`src/rtl/d_ff_pkg.sv`:
```
// Shared defaults, occupancy width helper and stage record for the d_ff_pipeline delay line.
package d_ff_pkg;

    localparam int unsigned DEFAULT_WIDTH = 32'd8;
    localparam int unsigned DEFAULT_DEPTH = 32'd4;

    typedef struct packed {
        logic                     valid;
        logic [DEFAULT_WIDTH-1:0] data;
    } stage_t;

    // Counter must represent 0..depth inclusive.
    function automatic int unsigned occ_width(input int unsigned depth);
        return $clog2(depth + 32'd1);
    endfunction

endpackage

```
`src/rtl/d_ff_stage.sv`:
```
// One register slice of the delay line: data plus valid, with synchronous reset,
// flush (valid only) and clock enable.
module d_ff_stage
    import d_ff_pkg::*;
#(
    parameter int unsigned      WIDTH       = DEFAULT_WIDTH,
    parameter logic [WIDTH-1:0] RESET_VALUE = {WIDTH{1'b0}}
) (
    input  logic             clk,
    input  logic             sync_reset,
    input  logic             flush,
    input  logic             enable,
    input  logic             d_valid,
    input  logic [WIDTH-1:0] d_value,
    output logic             q_valid,
    output logic [WIDTH-1:0] q_value
);

    logic             valid_r;
    logic [WIDTH-1:0] value_r;

    // Slice register: reset > flush (data kept) > enable > hold.
    always_ff @(posedge clk) begin
        if (sync_reset) begin
            valid_r <= 1'b0;
            value_r <= RESET_VALUE;
        end else if (flush) begin
            valid_r <= 1'b0;
            value_r <= value_r;
        end else if (enable) begin
            valid_r <= d_valid;
            value_r <= d_value;
        end else begin
            valid_r <= valid_r;
            value_r <= value_r;
        end
    end

    assign q_valid = valid_r;
    assign q_value = value_r;

endmodule

```
`src/rtl/d_ff_pipeline.sv`:
```
// WIDTH-bit, DEPTH-stage registered delay line with per-stage valid tracking.
// Optional occupancy counter enabled by D_FF_PIPELINE_OCCUPANCY_EN.
module d_ff_pipeline
    import d_ff_pkg::*;
#(
    parameter int unsigned      WIDTH       = DEFAULT_WIDTH,
    parameter int unsigned      DEPTH       = DEFAULT_DEPTH,
    parameter logic [WIDTH-1:0] RESET_VALUE = {WIDTH{1'b0}}
) (
    input  logic                        clk,
    input  logic                        sync_reset,
    input  logic                        i_enable,
    input  logic                        i_flush,
    input  logic                        i_valid,
    input  logic [WIDTH-1:0]            i_value,
`ifdef D_FF_PIPELINE_OCCUPANCY_EN
    output logic [occ_width(DEPTH)-1:0] o_occupancy,
`endif
    output logic                        o_valid,
    output logic [WIDTH-1:0]            o_value
);

    logic [DEPTH-1:0] valid_s;
    logic [WIDTH-1:0] value_s [DEPTH];

    for (genvar k = 0; k < DEPTH; k++) begin : g_stage
        if (k == 32'd0) begin : g_head
            d_ff_stage #(.WIDTH(WIDTH), .RESET_VALUE(RESET_VALUE)) u_stage (
                .clk        (clk),
                .sync_reset (sync_reset),
                .flush      (i_flush),
                .enable     (i_enable),
                .d_valid    (i_valid),
                .d_value    (i_value),
                .q_valid    (valid_s[k]),
                .q_value    (value_s[k])
            );
        end else begin : g_tail
            d_ff_stage #(.WIDTH(WIDTH), .RESET_VALUE(RESET_VALUE)) u_stage (
                .clk        (clk),
                .sync_reset (sync_reset),
                .flush      (i_flush),
                .enable     (i_enable),
                .d_valid    (valid_s[k - 32'd1]),
                .d_value    (value_s[k - 32'd1]),
                .q_valid    (valid_s[k]),
                .q_value    (value_s[k])
            );
        end
    end

    assign o_valid = valid_s[DEPTH - 32'd1];
    assign o_value = value_s[DEPTH - 32'd1];

`ifdef D_FF_PIPELINE_OCCUPANCY_EN
    localparam int unsigned OW = occ_width(DEPTH);

    logic [OW-1:0] occ_r;
    logic [OW-1:0] occ_next_s;

    // Next count from the pre-edge input valid and output valid.
    always_comb begin
        occ_next_s = occ_r;
        case ({i_valid, valid_s[DEPTH - 32'd1]})
            2'b10:   occ_next_s = occ_r + OW'(1'b1);
            2'b01:   occ_next_s = occ_r - OW'(1'b1);
            default: occ_next_s = occ_r;
        endcase
    end

    // Occupancy register: cleared by reset or flush, advances only on enabled edges.
    always_ff @(posedge clk) begin
        if (sync_reset) begin
            occ_r <= OW'(1'b0);
        end else if (i_flush) begin
            occ_r <= OW'(1'b0);
        end else if (i_enable) begin
            occ_r <= occ_next_s;
        end else begin
            occ_r <= occ_r;
        end
    end

    assign o_occupancy = occ_r;
`endif

endmodule

```
`config.mk`:
```
export PLATFORM = sky130hd
export DESIGN_NAME = d_ff_pipeline
export DESIGN_NICKNAME = d
export VERILOG_FILES = /design/src/rtl/d_ff_pkg.sv /design/src/rtl/d_ff_stage.sv /design/src/rtl/d_ff_pipeline.sv
export SDC_FILE = /design/constraint.sdc
export NUM_CORES = 1
export LEC_CHECK = 0
export CAP_MARGIN = 20
export CORE_MARGIN = 5
export CORE_UTILIZATION = 28
export CTS_BUF_LIST = sky130_fd_sc_hd__clkbuf_8
export DETAILED_ROUTE_END_ITERATION = 8
export PLACE_DENSITY_LB_ADDON = 0.12
export SYNTH_ARGS = -nofsm -noshare
export SYNTH_HDL_FRONTEND = slang
export SYNTH_SLANG_ARGS = --single-unit
```
`constraint.sdc`:
```
create_clock -name clk -period 1 [get_ports clk]
set_input_delay 0.1 -clock clk [delete_from_list [all_inputs] [get_ports clk]]
set_output_delay 0.1 -clock clk [all_outputs]
set_load 0.005 [all_outputs]
```
Word-level counts from Yosys, hierarchy flattened
Index checks and enable logic that the tools add are counted.

storage, ports and cells
  flip-flop bits (word level) = 36
  latch bits = 0
  memory bits (writable) = 0
  bits in read-only memories = 0
  bits of input ports = 13
  output and inout bits = 9
  logic and storage cells = 11
  memories kept = 0

cells by class
  $add $sub $neg = 0
  $mul = 0
  div/mod/pow operators = 0
  $lt $le $gt $ge = 0
  equal/unequal tests = 0
  shift-type cells = 0
  muxes and demuxes = 0
  bitwise logic cells = 1
  reductions and logical operators = 2

operator list
  kind                 count
  AND reduction 2 bit  1
  OR reduction 2 bit   1
  NOT 1 bit            1

Logic depth before layout (Yosys ltp)
Gate-level depths: netlist (run 1).

  depth in word-level cells = 2
  gate-level depth with buffers = 4
  mapped depth without buffers = 2

Modules after synthesis
From an unflattened synthesis (run 1), not the netlist that was laid out.

second synthesis, totals
  cell total of the unflattened synthesis = 152
  area total of the unflattened synthesis = 1691.6 µm²

by module, submodules not included
  module      instances  cells an instance  area an instance (µm²)
  d_ff_stage  4          38                 422.9

Worst setup path before layout (run 1)
Ideal clock, no wire load.

  kind = in2reg
  start point = input port i_flush
  end point = register g_stage[1].g_tail.u_stage.value_r[0]
  library setup time = 0.120 ns
  arrival time = 0.620 ns
  slack = 0.260 ns
  stages = 4
  path buffers = 2
  cells stage by stage = nand2b_1 > buf_4 > buf_6 > mux2i_1

on the way
  word-level cells in the longest chain between the ends = 2

RTL lines
  item                                  line                 RTL
  start, declared                       d_ff_pipeline.sv:13  input logic i_flush,
  NOT 1 bit (no source line)            n/a
  AND reduction 2 bit (no source line)  n/a
  end signal, assigned                  d_ff_stage.sv:29     value_r <= value_r;
  end signal, assigned                  d_ff_stage.sv:32     value_r <= d_value;
  end signal, assigned                  d_ff_stage.sv:35     value_r <= value_r;
  end, declared                         d_ff_stage.sv:20     logic [WIDTH-1:0] value_r;

Every way passes these cells.
A chain may end at the register's enable or synchronous reset.

Final worst setup path (run 1)
  start point = register g_stage[3].g_tail.u_stage.value_r[5]
  end point = output port o_value[5]

RTL lines
  item                    line                 RTL
  start, declared         d_ff_stage.sv:20
  start signal, assigned  d_ff_stage.sv:29
  start signal, assigned  d_ff_stage.sv:32
  start signal, assigned  d_ff_stage.sv:35
  end, declared           d_ff_pipeline.sv:20  output logic [WIDTH-1:0] o_value

No word-level cell between the ends.

==> results of run 1 <==
-- cell type report --
cell class	count	area, um^2	area share (%)
flip-flops and latches	36	721.9	38.65
multi-input cells	82	653.1	34.96
repair buffers	30	297.8	15.94
well taps	70	87.58	4.689
clock buffers	5	68.82	3.684
clock inverters	3	38.79	2.076
-- power breakdown --
part | switching (mW) | internal [mW]
Sequential | 0.00620 | 1.46
Clock | 0.500 | 0.729
Combinational | 0.0946 | 0.141
-- state kept, by name, summed over array words and instances (netlist names) --
name and cells:
g_stage.g_head.u_stage.q_valid 1, g_stage.g_head.u_stage.q_value 8, g_stage.g_tail.u_stage.q_value 24, g_stage.g_tail.u_stage.q_valid 3
-- per-stage QoR --
stage               total power, mW  setup TNS [ps]
detailed placement            1.735           -9337
CTS                           2.985          -20.88
global route                  3.050               0
global placement              1.732           -8802
floorplan                     1.635               0
finish                        2.929               0
-- cell usage after synthesis (all sizes together) --
master   count  share of area [%]
dfxtp       36                 50
nand2b      33                 14
mux2i       28                 20
nand4bb      8                6.3
o21ai        8                2.8
buf          5                3.2
clkbuf       5                1.3
nor3         4                1.4
nor2b        1               0.61
-- cell families (layout without fill, tap and decap cells) --
logic type	Yosys count	in the layout	synth area share (%)
DFF	36	36	50.35
muxes	28	28	19.58
AOI/OAI and AO/OA	8	8	2.797
and+or+nand+nor	46	46	22.73
buffers and inverters	10	38	4.545
-- metal layers --
| metal | share of wire, % | vias up |
|---|---|---|
| li1 | - | 487 |
| met1 | 45 | 449 |
| met2 | 48 | 18 |
| met3 | 4.6 | 7 |
| met4 | 2.3 | 0 |
| met5 | 0 | - |
-- repair_timing --
action	CTS	global route
pin swaps	0	0
endpoints found under the setup margin	12	26
hold endpoints to repair	0	0
resized for setup	9	5
-- worst paths after layout --
| path | slack (ps) | start | end | depth (start not counted) |
|---|---|---|---|---|
| hold / removal | 270 | i_flush | g_stage[2].g_tail.u_stage.q_valid$_SDFFE_PP0P_ | 3 |
| hold reg to reg | 470 | g_stage[3].g_tail.u_stage.q_value[1]$_SDFFE_PP0P_ | g_stage[3].g_tail.u_stage.q_value[1]$_SDFFE_PP0P_ | 2 |
| setup / recovery | 40 | g_stage[3].g_tail.u_stage.q_value[5]$_SDFFE_PP0P_ | o_value[5] | 1 |
| setup reg to reg | 380 | g_stage[0].g_head.u_stage.q_valid$_SDFFE_PP0P_ | g_stage[1].g_tail.u_stage.q_valid$_SDFFE_PP0P_ | 2 |
==> reports/qor.yml, run 1 <==
status: "completed"
synth_seq_area_share_pct: 50.35
hold_viol_final: 0
grt_max_degree: 45
fin_cells: 226
tightest_slew_ps: 216.0
leakage_nw: 0.7946
clock_skew_ps: 4.584
drive_above_1_share_pct: 12.18
num_antenna_cells: 0
dieWidth_um: 81.50
drtIter0Drc: 41
hold_path.class: "in2reg"
synth_warnings: 0
post-route-period-util_pct: 95.77
antenna_found_initial: 0
cp_top_family: "flip-flops"
drv_cap: 0
antenna_left: 0
top_usage_layer: "met2"
crit_type: "reg2out"
fmax_mhz: 1044
place.gp.congestion: 0.6621
setup_viol: 0
hpwlAfterDp_um: 1795
htreeDepth: 2
die_area_um2: 6642
core_um2: 5042
cp_max_fo: 2
fin_ws_ps: 42.30
final_max_slew_viol_count: 0
place_area_um2: 1757
ios: 22
insertion_delay_ps: 280
ys_ff_latch: 36
grt_use_met1_pct: 10.31
final_cell_area_um2: 1868
slowest_delay_ps: 320
dr_total_vias: 961
relSlewSlack_pct: 85.58
grt_pass1_wl_um: 4588
layout_common_cells: "dfxtp_1 (35), nand2b_1 (32), mux2i_1 (28)"
crit_arrival_ps: 860
postSynthCellCount: 128
postRouteWirelength_um: 2591
grt_overflow: 0
grt.met2_usage_pct: 15.07
cts_buffers: 5
clk_path_buf_depth: 2
slowest_stage: "dfxtp_2"
required_ps: 900
dieHeight_um: 81.50
syn_avg_cell_area_um2: 11.18
clock_sinks: 36
first_global_vias: 1030
portBuffers: 21
drcViolationCount: 0
synth_nets: 141
num_rows: 26
detail_route.first_pass.iterations: 4
fillCellCount: 506
cts_tree: "done"
pwr_density_cell_nw_per_um2: 1568
final_util_pct: 37.05
cp-start-kind: "flip-flop"
cts_hold_buffers: 0
synth_area_um2: 1431
viasPerCell: 4.252
ys_types: 11
period_needed_ps: 957.7
cts_root_buf: "clkbuf_8"
grt_setup_unrepaired: "no"
place_ws_ps: -316.2
fin_nets: 168
hold_ws_ps: 270.3
setup.worst_path.end_class: "primary output"
final_common_cell: "dfxtp_1"
wl_per_cell_um: 11.46
cp_num_buf_inv: 1
path_clk_slew_ps: 70
post-cts-setup-buffers: 0
start_util_pct: 28.39
grtUsageMet3_pct: 3.070
ir_drop_uv: 616.1
path_cells: "dlygate4sd2_1"
syn2layout_area_growth_pct: 30.51
dp.cells: 218
grt_use_total_pct: 9.068
(Power assumes the default switching activity.)
==> run 2: changes to the inputs <==
--- a/config.mk
+++ b/config.mk
@@ -7,7 +7,7 @@
 export LEC_CHECK = 0
 export CAP_MARGIN = 20
 export CORE_MARGIN = 5
-export CORE_UTILIZATION = 28
+export CORE_UTILIZATION = 35
 export CTS_BUF_LIST = sky130_fd_sc_hd__clkbuf_8
 export DETAILED_ROUTE_END_ITERATION = 8
 export PLACE_DENSITY_LB_ADDON = 0.12
==> reports/qor.yml, run 2 (synthesized netlist as in run 1, its figures left out) <==
status: "completed"
cts_tree: "done"
place.gp.congestion: 0.7080
dieWidth_um: 73.95
num_antenna_cells: 0
grt_use_total_pct: 9.913
fin_cells: 204
drive_above_1_share_pct: 11.04
htreeDepth: 2
crit_arrival_ps: 850
grt_pass1_wl_um: 4133
post-cts-setup-buffers: 0
drv_cap: 0
finalPower_mw: 2.922
clock_skew_ps: 1.330
wl_per_cell_um: 11.75
post-route-period-util_pct: 95.01
place_area_um2: 1717
start_util_pct: 36.04
hpwlAfterDp_um: 1604
insertion_delay_ps: 280
antenna_found_initial: 0
crit_type: "reg2out"
pwr_density_cell_nw_per_um2: 1588
dieHeight_um: 73.95
postRouteWirelength_um: 2398
setup_viol: 0
syn2layout_area_growth_pct: 28.58
layout_common_cells: "dfxtp_1 (35), nand2b_1 (32), mux2i_1 (28)"
cp_top_family: "flip-flops"
grt_overflow: 0
viasPerCell: 4.569
path_clk_slew_ps: 70
die_area_um2: 5469
core_um2: 3971
leakage_nw: 0.7913
setup.worst_path.end_class: "primary output"
cp_num_buf_inv: 1
hold_viol_final: 0
ios: 22
slowest_delay_ps: 320
grt_setup_unrepaired: "no"
fin_tns_setup_ps: 0
cp-start-kind: "flip-flop"
largest_reg_flops: 24
relSlewSlack_pct: 85.59
detail_route.first_pass.iterations: 3
slowest_stage: "dfxtp_2"
tightest_slew_ps: 215.7
grt_max_degree: 45
fin_nets: 166
cp_max_fo: 2
final_common_cell: "dfxtp_1"
cts_buffers: 5
first_global_vias: 928
cts_root_buf: "clkbuf_8"
final_max_slew_viol_count: 0
path_cells: "dlygate4sd2_1"
clk_path_buf_depth: 2
num_rows: 23
ir_drop_uv: 767.3
required_ps: 900
period_needed_ps: 950.1
antenna_left: 0
clock_sinks: 36
drcViolationCount: 0
final_cell_area_um2: 1841
dr_total_vias: 932
portBuffers: 21
hold_path.class: "in2reg"
fmax_mhz: 1052
dp.cells: 196
drtIter0Drc: 66
run 2: final timing paths:
kind                                                     startpoint                                                 to  slack (ps)  cells past startpoint
setup / recovery  g_stage[3].g_tail.u_stage.q_value[1]$_SDFFE_PP0P_                                         o_value[1]          50                      1
hold / removal                                              i_flush     g_stage[1].g_tail.u_stage.q_valid$_SDFFE_PP0P_         290                      3
setup reg to reg     g_stage[1].g_tail.u_stage.q_valid$_SDFFE_PP0P_     g_stage[2].g_tail.u_stage.q_valid$_SDFFE_PP0P_         360                      2
hold reg to reg   g_stage[3].g_tail.u_stage.q_value[1]$_SDFFE_PP0P_  g_stage[3].g_tail.u_stage.q_value[1]$_SDFFE_PP0P_         470                      2
run 2: final cells by class:
type | instances | area, um^2
multi-input cells | 82 | 658.1
clock inverters | 3 | 38.79
fillers | 401 | 2131
flip-flops and latches | 36 | 721.9
well taps | 50 | 62.56
clock buffers | 5 | 68.82
repair buffers | 28 | 290.3
run 2: what timing repair did:
action / in CTS / in global routing
gates resized for setup: 9 / 8
endpoints found under the setup margin: 9 / 13
endpoints found under the hold margin: 0 / 0
hold buffers: 0 / 0
run 2: report_power, final:
part / leakage [nW] / internal (mW) / total, mW / switching (mW)
clock network: 0.0593 / 0.729 / 1.22 / 0.494
logic: 0.440 / 0.140 / 0.235 / 0.0945
registers: 0.292 / 1.46 / 1.46 / 0.00642
run 2: through the flow:
step	setup WS [ps]	utilization (%)	hold slack (ps)
after floorplan	260.0	-	266.9
after global placement	-235.0	43.23	458.9
after detailed placement	-288.3	43.23	465.3
after CTS	11.33	45.65	399.2
after global routing	2.923	46.35	336.1
final	49.87	46.35	291.6
run 2: per-layer routing:
layer | global-route usage, % | share of wire (%) | up-vias | wire length [um]
li1 | - | - | 492 | -
met1 | 13.17 | 52 | 414 | 1235
met2 | 14.17 | 41 | 22 | 991
met3 | 4.459 | 6.0 | 4 | 145
met4 | 3.622 | 1.0 | 0 | 25
met5 | 0 | 0 | - | 0
==> patch 1 (flow settings as in run 2) <==
Change the package constant `DEFAULT_WIDTH` from 32'd8 to 32'd10.
--- a/src/rtl/d_ff_pkg.sv
+++ b/src/rtl/d_ff_pkg.sv
@@ -3,3 +3,3 @@
 
-    localparam int unsigned DEFAULT_WIDTH = 32'd8;
+    localparam int unsigned DEFAULT_WIDTH = 32'd10;
     localparam int unsigned DEFAULT_DEPTH = 32'd4;
Interface: changed (resized i_value and o_value); port bits go from 22 to 26. No check against the original RTL was run, so the function may have changed too.
==> patch 1 against run 2 <==
Combinational power rose by 14%; total power increased by 7.1%; clock skew grew 0.0029 ns; global-route usage up 0.47 points; area after synthesis up 22%; setup slack got worse by 0.0078 ns; final area grew 19%; wire length increased by 28%; count of clock-buffer cells in the layout grew 1; critical endpoint is now o_value[5]; sequential cell count is 8 higher; largest cell class unchanged; non-clock buffer count is 5 higher; via count rose by 21%; synthesized cell count is 23% higher; largest power group unchanged.
==> patch 1: results (changes against run 2) <==
| Metric | Value |
|---|---|
| Layout cells sized above 1 | 11.4% (+0.31 points) |
| Post-synthesis cell count | 157 (+23%) |
| GPL Wtd Cong | 0.665 (-6.1%) |
| Status | finished, final reports clean |
| Register clock-pin slew on the reported worst setup and hold paths | 0.07 ns (about the same) |
| Net Sw Power | 649 uW (+9.1%) |
| Synthesized net count | 172 (+22%) |
| Worst-Margin Slew | 0.261 ns (+0.0453 ns) |
| Final Non-Filler Cells | 252 (+24%) |
| Total global-route track usage | 10.4% (+0.47 points) |
| Leak | 0.896 nW (+13%) |
| Compound-Gate Fraction of Synth Area | 2.87% (+0.076 points) |
| Mux contribution to synthesized area | 19.5% (-0.040 points) |
| Place WS | -0.416 ns (-0.128 ns) |
| Setup Skew | 0.00425 ns (+0.00292 ns) |
| Final WS setup | 0.0421 ns (-0.00782 ns) |
| Met3 Use GR | 3.92% (-0.54 points) |
| Vias in the first global route | 1111 (+20%) |
| Hold Path Sink | g_stage[0].g_head.u_stage.q_value[9] |
| Iter 0 DRT Violations | 63 (-4.5%) |
| Area contributors post-synth | dfxtp_1 51%, mux2i_1 20%, nand2b_1 15% |
| Worst r2r src | g_stage[0].g_head.u_stage.q_value[9] |
| Met2 usage | 15.6% (+1.5 points) |
| Initial antenna violation count | 0 (unchanged) |
| GRT met1 Usage | 13.3% (+0.15 points) |
| WP data arrival | 0.86 ns |
| Max reg flops | 30 (+25%) |
| Hpwl dp | 2150 um (+34%) |
| Vias/cell | 4.47 (-2.2%) |
| DP Area | 2090 um^2 (+22%) |
| Reg2reg end | g_stage[0].g_head.u_stage.q_value[9] |
| First-pass GRT wire length | 5220 um (+26%) |
| Placed Cells | 244 (+24%) |
| Nets | 199 (+20%) |
| Netlist cell types | 13 (+2) |
| Largest net degree at the start of global routing | 36 (-20%) |
| IO Port Bufs | 25 (+19%) |
| Most frequent cells after synthesis | 44 x dfxtp_1, 41 x nand2b_1, 34 x mux2i_1, 7 x nand4bb_1, 7 x o21ai_0 |
| Fin Hold WS | 0.359 ns (+0.0673 ns) |
| Clock latency on the worst-skew pair | 0.28 ns (about the same) |
| Largest delay share family, worst path | flip-flops |
| HP Start | i_enable |
| Remaining DRCs | 0 (unchanged) |
| Clock Tree Buf Depth | 2 (unchanged) |
| Worst IR drop on VDD | 0.000489 V (-36%) |
| Reg2reg setup slack | 0.39 ns (+0.03 ns) |
| Hold path depth | 3 (unchanged) |
| Wire length per cell | 12.1 um (+3.3%) |
| R2r worst-path depth | 2 (unchanged) |
| Seq/Total Area, Yosys | 50.6% (+0.23 points) |
| DR pass1 iterations | 4 (+1) |
[patch 1: metal layers]
layer / routed length, um / part of all wire (%)
met5: 0 / 0
met4: 24 / 0.78
met3: 185 / 6.0
met2: 1390 / 45
met1: 1460 / 48
[patch 1: how the worst max path moves through the flow]
| stage | cells past startpoint | endpoint | start |
|---|---|---|---|
| detailed placement | 4 | g_stage[2].g_tail.u_stage.q_value[2] | i_enable |
| global route | 1 | o_value[5] | g_stage[3].g_tail.u_stage.q_value[5] |
| CTS | 1 | o_valid | g_stage[3].g_tail.u_stage.q_valid |
| floorplan | 3 | g_stage[0].g_head.u_stage.q_value[0] | sync_reset |
| global placement | 4 | g_stage[3].g_tail.u_stage.q_value[2] | sync_reset |
| finish | 1 | o_value[5] | g_stage[3].g_tail.u_stage.q_value[5] |
[patch 1: layout make-up]
cell class              count  area, um^2
clock buffers               6        82.6
flip-flops and latches     44         888
repair buffers             33         333
fillers                   428        2600
multi-input cells         100         793
well taps                  67        83.8
clock inverters             2        7.51
[patch 1: cells by family after synthesis]
logic type             Yosys count
muxes                           34
and+or+nand+nor                 56
buffers and inverters           13
DFF                             44
AOI/OAI and AO/OA               10
[patch 1: power by group through the flow]
stage / sequential, mW / combinational, mW / clock [mW]
CTS: 1.79 / 0.270 / 1.14
detailed placement: 1.83 / 0.270 / 0
floorplan: 1.83 / 0.164 / 0
global placement: 1.83 / 0.263 / 0
finish: 1.79 / 0.267 / 1.07
global route: 1.79 / 0.287 / 1.22
[patch 1: repair_timing]
item,4_1_cts,5_1_grt
hold buffers,0,0
resized for setup,18,11
endpoints found under the setup margin,55,8
==> patch 2 (config.mk and constraints of run 2) <==
Made on the original files. Add an input register stage for `i_value`, without a reset; this delays it by one clock. The other inputs are not delayed to match.
--- a/src/rtl/d_ff_pipeline.sv
+++ b/src/rtl/d_ff_pipeline.sv
@@ -22,2 +22,8 @@
 
+    logic [WIDTH-1:0] i_value_q;
+
+    always_ff @(posedge clk) begin
+        i_value_q <= i_value;
+    end
+
     logic [DEPTH-1:0] valid_s;
@@ -33,3 +39,3 @@
                 .d_valid    (i_valid),
-                .d_value    (i_value),
+                .d_value    (i_value_q),
                 .q_valid    (valid_s[k]),
Function: changed (a bounded check fails within 10 cycles, from zero or initial values and one cycle with sync_reset high).
==> patch 2 against run 2 <==
Fmax shrank 0.28%; final area is 12% higher; sequential cell count increased by 8; wire length is 8.9% higher; setup slack worse by 0.0027 ns; area after synthesis is 12% higher; via count is 6.7% higher; count of clock-buffer cells in the layout unchanged; final cell count grew 5.4%; total power rose by 14%; non-clock buffer count increased by 1; critical endpoint is now o_value[3]; register-to-register slack better by 0.02 ns; first-iteration DRC count is 41% lower; core utilization up 0.60 points; largest power group unchanged.
==> patch 2: results (changes against run 2) <==
| Metric | Value |
|---|---|
| Reg2reg setup slack | 0.38 ns (+0.02 ns) |
| Slew HR | 83.2% (-2.4 points) |
| GPL Wtd Cong | 0.676 (-4.6%) |
| Netlist cell types | 12 (+1) |
| Place WS | -0.315 ns (-0.0268 ns) |
| HP Start | i_value[5] |
| Area contributors post-synth | dfxtp_1 55%, mux2i_1 18%, nand2b_1 13% |
| Status | finished, final reports clean |
| Crit path to | o_value[3] |
| Wire length per cell | 12.1 um (+3.4%) |
| Worst r2r src | g_stage[0].g_head.u_stage.q_valid |
| Seq/Total Area, Yosys | 55.1% (+4.8 points) |
| Crit path from | g_stage[3].g_tail.u_stage.q_value[3] |
| Nets | 175 (+5.4%) |
| Hpwl dp | 1650 um (+3.0%) |
| Total global-route track usage | 9.21% (-0.70 points) |
| DR pass1 iterations | 4 (+1) |
| Vias in the first global route | 1001 (+7.9%) |
| Layout cells sized above 1 | 13.5% (+2.5 points) |
| Most frequent cells after synthesis | 44 x dfxtp_1, 33 x nand2b_1, 28 x mux2i_1, 8 x nand4bb_1, 8 x o21ai_1 |
| Reg2reg end | g_stage[1].g_tail.u_stage.q_valid |
| Fill cell count | 420 (+4.7%) |
| Synthesis Warnings | 0 (unchanged) |
| Worst IR drop on VDD | 0.000853 V (+11%) |
| Vias | 994 (+6.7%) |
## patch 2: changes by cell type after synthesis
cell	change
buf_6	-1
buf_8	+1
dfxtp_1	+8
clkbuf_1	-2
buf_2	+2
## patch 2: area by class of cell
class                           instances  area [um^2]  area share, %
Tap cell                               52         65.1           3.16
Clock buffer                            5         68.8           3.34
Clock inverter                          3         38.8           1.88
Timing Repair Buffer                   29          347           16.8
Multi-Input combinational cell         82          651           31.6
Sequential cell                        44          888           43.2
## patch 2: per-layer routing
layer,vias up,share of wire (%),global-route usage (%)
li1,519,-,-
met1,446,47,11.1
met2,24,46,14.0
met3,5,6.0,4.28
met4,0,1.7,4.12
met5,-,0,0
## patch 2: cell families (layout without fill, tap and decap cells)
logic type	count (synthesis)	in the layout	share of synthesized area, %
AND/OR/NAND/NOR	46	46	20.4
AO/OA/AOI/OAI	8	8	2.51
multiplexers	28	28	17.5
flip-flops	44	44	55.1
buffers and inverters	10	37	4.46
## patch 2: report_power, final
| part | leakage (nW) | internal (mW) | switching, mW | total, mW |
|---|---|---|---|---|
| Combinational | 0.413 | 0.157 | 0.0978 | 0.254 |
| Clock | 0.0593 | 0.731 | 0.545 | 1.28 |
| Sequential | 0.362 | 1.79 | 0.0105 | 1.80 |
## patch 2: how the worst min path moves through the flow
stage,end,slack [ns],cells after the start
after floorplan,i_value_q[0],0.13,0
after global placement,g_stage[3].g_tail.u_stage.q_value[1],0.46,2
after detailed placement,g_stage[3].g_tail.u_stage.q_value[4],0.46,2
after CTS,i_value_q[5],0.24,1
after global routing,i_value_q[7],0.24,1
final,i_value_q[5],0.25,1
## patch 2: metrics by stage
| step | area, um^2 | cells | util, % |
|---|---|---|---|
| 6_report | 2060 | 215 | 46.9 |
| 3_3_place_gp | 1880 | 205 | 43.0 |
| 4_1_cts | 2020 | 214 | 46.0 |
| 3_5_place_dp | 1880 | 205 | 43.0 |
| 5_1_grt | 2060 | 215 | 46.9 |
| 2_1_floorplan | 1600 | 136 | - |
## patch 2: timing repair
action | in CTS | in global routing
gates resized for setup | 13 | 12
cloned | 1 | 1
hold endpoints to repair | 0 | 0
setup endpoints to repair | 10 | 22
